<file path="src/rtl/bp_cce_inst_ram_loader.sv">
// Boot loader that copies the boot ROM image into the CCE instruction RAM over the cfg link.
// Optional readback check of the written image: define BP_CCE_LOADER_VERIFY_EN.
module bp_cce_inst_ram_loader #(
    parameter int inst_ram_els_p        = 256,
    parameter int inst_width_p          = 48,
    parameter int cfg_link_addr_width_p = 16,
    parameter int cfg_link_data_width_p = 32,
    localparam int IW = (inst_ram_els_p > 1) ? $clog2(inst_ram_els_p) : 1
) (
    input  logic                             clk_i,
    input  logic                             reset_i,
    output logic                             rom_v_o,
    output logic [IW-1:0]                    rom_addr_o,
    input  logic [inst_width_p-1:0]          rom_data_i,
    output logic [cfg_link_addr_width_p-2:0] config_addr_o,
    output logic [cfg_link_data_width_p-1:0] config_data_o,
    output logic                             config_v_o,
    output logic                             config_w_o,
    input  logic                             config_ready_i,
    input  logic [cfg_link_data_width_p-1:0] config_data_i,
    input  logic                             config_v_i,
    output logic                             config_ready_o,
    output logic                             freeze_o,
    output logic                             done_o,
    output logic                             error_o
);

    localparam int AW = cfg_link_addr_width_p - 1;
    localparam int DW = cfg_link_data_width_p;
    localparam int HW = inst_width_p - cfg_link_data_width_p;
    localparam logic [IW-1:0] LAST_IDX = IW'(inst_ram_els_p - 1);

    typedef enum logic [3:0] {
        S_ROM_REQ,
        S_ROM_CAP,
        S_SEND_LO,
        S_SEND_HI,
        S_DRAIN,
        S_DONE,
        S_V_ROM_REQ,
        S_V_ROM_CAP,
        S_RD_LO,
        S_RESP_LO,
        S_RD_HI,
        S_RESP_HI
    } state_t;

    state_t                  r_state;
    state_t                  w_state_nxt;
    logic [IW-1:0]           r_idx;
    logic [inst_width_p-1:0] r_inst;

    logic          w_rom_v;
    logic          w_hi_sel;
    logic          w_cap;
    logic          w_inc;
    logic          w_clr;
    logic          w_last;
    logic [AW-1:0] w_addr;
    logic [DW-1:0] w_lo;
    logic [DW-1:0] w_hi;
    logic [DW-1:0] w_exp;

    assign w_last = (r_idx == LAST_IDX);
    assign w_lo   = r_inst[DW-1:0];

    always_comb begin
        w_hi         = '0;
        w_hi[HW-1:0] = r_inst[inst_width_p-1:DW];
    end

    assign w_exp = w_hi_sel ? w_hi : w_lo;

    // Address map: RAM select at the top bit, instruction index, then lo/hi half.
    always_comb begin
        w_addr         = '0;
        w_addr[AW-1]   = 1'b1;
        w_addr[1+:IW]  = r_idx;
        w_addr[0]      = w_hi_sel;
    end

`ifdef BP_CCE_LOADER_VERIFY_EN
    logic w_chk;
    logic r_error;
`endif

    always_comb begin
        w_state_nxt    = r_state;
        w_rom_v        = 1'b0;
        w_hi_sel       = 1'b0;
        w_cap          = 1'b0;
        w_inc          = 1'b0;
        w_clr          = 1'b0;
        config_v_o     = 1'b0;
        config_w_o     = 1'b0;
        config_ready_o = 1'b0;
`ifdef BP_CCE_LOADER_VERIFY_EN
        w_chk          = 1'b0;
`endif
        unique case (r_state)
            S_ROM_REQ: begin
                w_rom_v     = 1'b1;
                w_state_nxt = S_ROM_CAP;
            end
            S_ROM_CAP: begin
                w_cap       = 1'b1;
                w_state_nxt = S_SEND_LO;
            end
            S_SEND_LO: begin
                config_v_o = 1'b1;
                config_w_o = 1'b1;
                if (config_ready_i) w_state_nxt = S_SEND_HI;
            end
            S_SEND_HI: begin
                config_v_o = 1'b1;
                config_w_o = 1'b1;
                w_hi_sel   = 1'b1;
                if (config_ready_i) begin
                    if (w_last) begin
                        w_state_nxt = S_DRAIN;
                    end else begin
                        w_inc       = 1'b1;
                        w_state_nxt = S_ROM_REQ;
                    end
                end
            end
`ifdef BP_CCE_LOADER_VERIFY_EN
            S_DRAIN: begin
                w_clr       = 1'b1;
                w_state_nxt = S_V_ROM_REQ;
            end
            S_V_ROM_REQ: begin
                w_rom_v     = 1'b1;
                w_state_nxt = S_V_ROM_CAP;
            end
            S_V_ROM_CAP: begin
                w_cap       = 1'b1;
                w_state_nxt = S_RD_LO;
            end
            S_RD_LO: begin
                config_v_o = 1'b1;
                if (config_ready_i) w_state_nxt = S_RESP_LO;
            end
            S_RESP_LO: begin
                config_ready_o = 1'b1;
                if (config_v_i) begin
                    w_chk       = 1'b1;
                    w_state_nxt = S_RD_HI;
                end
            end
            S_RD_HI: begin
                config_v_o = 1'b1;
                w_hi_sel   = 1'b1;
                if (config_ready_i) w_state_nxt = S_RESP_HI;
            end
            S_RESP_HI: begin
                config_ready_o = 1'b1;
                w_hi_sel       = 1'b1;
                if (config_v_i) begin
                    w_chk = 1'b1;
                    if (w_last) begin
                        w_state_nxt = S_DONE;
                    end else begin
                        w_inc       = 1'b1;
                        w_state_nxt = S_V_ROM_REQ;
                    end
                end
            end
`else
            S_DRAIN: begin
                w_state_nxt = S_DONE;
            end
`endif
            S_DONE: begin
                w_state_nxt = S_DONE;
            end
            default: begin
                w_state_nxt = S_ROM_REQ;
            end
        endcase
    end

    always_ff @(posedge clk_i or posedge reset_i) begin
        if (reset_i) begin
            r_state <= S_ROM_REQ;
            r_idx   <= '0;
            r_inst  <= '0;
        end else begin
            r_state <= w_state_nxt;
            if (w_cap) r_inst <= rom_data_i;
            if (w_clr) r_idx <= '0;
            else if (w_inc) r_idx <= r_idx + 1'b1;
        end
    end

`ifdef BP_CCE_LOADER_VERIFY_EN
    always_ff @(posedge clk_i or posedge reset_i) begin
        if (reset_i) r_error <= 1'b0;
        else if (w_chk && (config_data_i != w_exp)) r_error <= 1'b1;
    end

    assign error_o = r_error;
`else
    logic w_unused_rd;
    assign w_unused_rd = (^config_data_i) ^ config_v_i ^ (^w_exp);
    assign error_o     = 1'b0;
`endif

    // Reset gating keeps the ROM strobe low while reset is held.
    assign rom_v_o       = w_rom_v & ~reset_i;
    assign rom_addr_o    = r_idx;
    assign config_addr_o = config_v_o ? w_addr : '0;
    assign config_data_o = (config_v_o && config_w_o) ? w_exp : '0;
    assign done_o        = (r_state == S_DONE);
    assign freeze_o      = (r_state != S_DONE);

endmodule

</file>
<file path="config.mk">
export PLATFORM = sky130hd
export DESIGN_NAME = bp_cce_inst_ram_loader
export DESIGN_NICKNAME = d
export VERILOG_FILES = /design/src/rtl/bp_cce_inst_ram_loader.sv
export SDC_FILE = /design/constraint.sdc
export NUM_CORES = 1
export LEC_CHECK = 0
export CORE_MARGIN = 1.5
export CORE_UTILIZATION = 33
export CTS_BUF_LIST = sky130_fd_sc_hd__clkbuf_16
export DETAILED_ROUTE_END_ITERATION = 8
export DONT_BUFFER_PORTS = 1
export GPL_TIMING_DRIVEN = 0
export SYNTH_ARGS = -nofsm -noshare
export SYNTH_HDL_FRONTEND = slang
export SYNTH_SLANG_ARGS = --single-unit
</file>
<file path="constraint.sdc">
create_clock -name clk_i -period 1.8 [get_ports clk_i]
set_input_delay 0 -clock clk_i [delete_from_list [all_inputs] [get_ports clk_i]]
set_output_delay 0 -clock clk_i [all_outputs]
set_load 0.05 [all_outputs]
</file>
==> results by group <==
Drt
  • Drt initial violations: 35
  • Final wirelength: 6.70 mm
  • Drt pass-1 iters: 4
  • Antenna viol nets, final: 0
  • DRC Markers: 0
  • DR WL/cell: 16.4 microns
  • Vias post-DR: 1978
  • Vias per cell: 4.84

Final layout
  • Area growth syn-to-layout: 45.4%
  • Final Non-Filler Cells: 409
  • Sequential cell area: 0.00148 sq mm
  • Area of the multi-input gates: 0.00144 sq mm
  • Post-route cell area: 0.00413 sq mm
  • Diode count: 0
  • Commonest cells after routing, fill and taps aside: 53 x dfrtp_1, 50 x dlygate4sd3_1, 49 x mux2_2, 17 x nor2_4, 16 x mux2i_1
  • Filler cells: 743
  • Most common cell after layout, fill and taps aside: dfrtp_1
  • Fraction of layout cells with a size suffix above 1: 45.4%
  • NumNets Final: 384

Global route
  • Vias in the first global route: 2123
  • First-pass GRT wire length: 10.5 mm
  • Initial antenna violation count: 0
  • Largest net degree at the start of global routing: 37
  • Total GRT Usage: 15.6%
  • Grt total ovfl: 0

Worst setup path
  • Family with the most delay on the worst path: simple AND/OR/NAND/NOR gates
  • Slowest-stage cell, CP: dfrtp_1
  • CP Max Fanout: 9
  • Worst path required time: 1.80 ns
  • Slowest stage delay, CP: 0.36 ns
  • Crit end category: primary output
  • Critical path class: reg2out
  • Crit path DAT: 1.76 ns
  • CP Cell Sequence: buf_4 > nand2b_1 > nor2_4 > clkinvlp_4
  • Flop2flop setup slack: 0.09 ns
  • Worst reg2reg startpoint: rom_addr_o[0]$_DFFE_PP0P_
  • Reg2reg path depth: 4
  • Crit start category: register
  • Worst Path Buf+Inv: 2
  • Reg-to-reg endpoint: rom_addr_o[1]$_DFFE_PP0P_

Power
  • Power Internal: 0.00489 W
  • Sw power: 0.00454 W
  • PD cells: 2280 mW/mm^2
  • Worst IR Drop VDD: 1120 uV
  • Leak pwr: 1.76 nW
  • Combinational Power Share: 54.3%
  • Sequential power share: 27.1%
  • Clock Power Share: 18.6%
  • Switching Fraction: 48.2%

Run status
  • Status: finished clean

STA
  • Max-slew headroom: 51.2%
  • Maximum clock frequency: 567 MHz
  • Worst Skew: 0.00725 ns
  • Worst-margin pin slew: 0.727 ns
  • Final Hold Viols: 0
  • Tcrit/Tclk final: 98.0%
  • Fin crit period: 1.76 ns
  • Max-slew violations: 0
  • RSZ-0062 raised after global routing: yes
  • Setup-failing EPs final: 0

CTS
  • Worst skew pair latency: 0.32 ns
  • H-tree depth: 3
  • Clock-pin slew on the worst setup and hold paths: 0.05 ns
  • Post-CTS Setup Repair Bufs: 0
  • CTS tree: done
  • Clock Path Buffers: 2
  • Cts bufs inserted: 9
  • Sink Count: 59
  • CTS root buf: clkbuf_16

Floorplanning
  • Initial core utilization: 34.4%
  • I/O Pins: 146
  • Total Die Area: 0.00918 sq mm
  • Core area: 0.00826 sq mm
  • Die W: 95.8 microns
  • Std cell rows: 33
  • Die Span Y: 95.8 microns

Yosys
  • Synth Flop Type: dfrtp_1
  • Post-Syn Area per Cell: 12.3 sq um
  • Ys async rst share: 100%
  • Mapped cell area: 0.00284 sq mm
  • FF+latch count, synth: 59
  • Seq/Total Area, Yosys: 52.0%
  • Post-synth EDFFs: 0
  • Synth warn: 0
  • Synth Instances: 231
  • Library cells used by synthesis: 33

Hold path
  • Hold Path Sink: r_state[2]$_DFFE_PP0P_
  • Worst Hold Class: in2reg
  • Hold depth: 2
  • Hold Startpoint: config_ready_i

Placed design
  • Gpl congestion: 0.670
  • Post-DP HPWL: 4.30 mm
  • Placed cell area: 0.00303 sq mm
  • Input/output buffers: 0
  • Placed cell count: 343

Job
  • MaxCap Viol Count: 0
## how the worst max path moves through the flow
stage	start	to	cells past startpoint
2_1_floorplan	rom_addr_o[1]$_DFFE_PP0P_	rom_addr_o[1]$_DFFE_PP0P_	4
3_3_place_gp	reset_i	rom_addr_o[0]$_DFFE_PP0P_	1
3_5_place_dp	rom_addr_o[1]$_DFFE_PP0P_	rom_addr_o[1]$_DFFE_PP0P_	4
4_1_cts	r_state[2]$_DFFE_PP0P_	config_data_o[30]	5
5_1_grt	r_state[1]$_DFFE_PP0P_	freeze_o	4
6_report	r_state[1]$_DFFE_PP0P_	freeze_o	4
## per-layer routing
layer	vias to the layer above	share of wire, %	global-route usage (%)
met5	-	0	0
met4	0	0.76	5.88
met3	7	6.2	5.06
met2	70	51	26.3
met1	971	42	18.2
li1	930	-	-
## sequential cells by signal, indices dropped and copies added, names as in the netlist
signal / count
rom_addr_o: 8
r_state: 3
r_inst: 48
## kinds of logic after synthesis
family	share of synthesized area, %
buffers and inverters	6.21
adders and majority gates	0.440
AOI/OAI and AO/OA	2.29
xor gates and xnor gates	0.925
muxes	25.8
and+or+nand+nor	12.2
DFF	52.0
other	0.132
## power by group through the flow
| stage | sequential, W | clock (W) | combinational (W) |
|---|---|---|---|
| finish | 0.00255 | 0.00176 | 0.00511 |
| global route | 0.00265 | 0.00187 | 0.00543 |
| CTS | 0.00255 | 0.00182 | 0.00498 |
| detailed placement | 0.00255 | 0 | 0.00432 |
| global placement | 0.00251 | 0 | 0.00427 |
| floorplan | 0.00243 | 0 | 0.00388 |
## final cells by class
class | count | share of cell area (%)
plain buffers | 23 | 5.24
clock buffers | 9 | 5.45
clock inverters | 7 | 2.03
inverters | 4 | 0.636
multi-input cells | 151 | 34.9
flip-flops and latches | 59 | 35.9
well taps | 105 | 3.18
repair buffers | 51 | 12.6
## stage by stage
stage	setup WS, ns	total power (W)	util, %	TNS (ns)	hold slack [ns]
after floorplan	0.0256	0.00632	-	0	0.0938
after global placement	-0.600	0.00677	36.4	-24.75	0.0975
after detailed placement	-0.0912	0.00687	36.7	-0.547	-0.0469
after CTS	-0.00913	0.00935	49.3	-0.0130	0.00148
after global routing	-0.0473	0.00995	50.0	-0.0562	0.0176
final	0.0352	0.00943	50.0	0	0.00246
## synth_stat cells, drive strengths merged (3+ instances only)
cell type / instances / area [sq um]
mux2i: 16 / 160
buf: 19 / 141
clkbuf: 4 / 15.0
dfrtp: 59 / 1480
nand3: 4 / 20.0
and3: 19 / 119
nand2b: 4 / 25.0
inv: 3 / 11.3
and2: 8 / 50.1
mux2: 51 / 574
nor2: 20 / 75.1
nand2: 3 / 11.3
## timing repair
action	CTS	global route
gates resized for setup	86	16
hold buffers	50	0
setup endpoints to repair	46	39
pin swaps	4	5
endpoints found under the hold margin	73	0
gates cloned	0	0
Note: power is estimated with default switching activity, not from simulation.
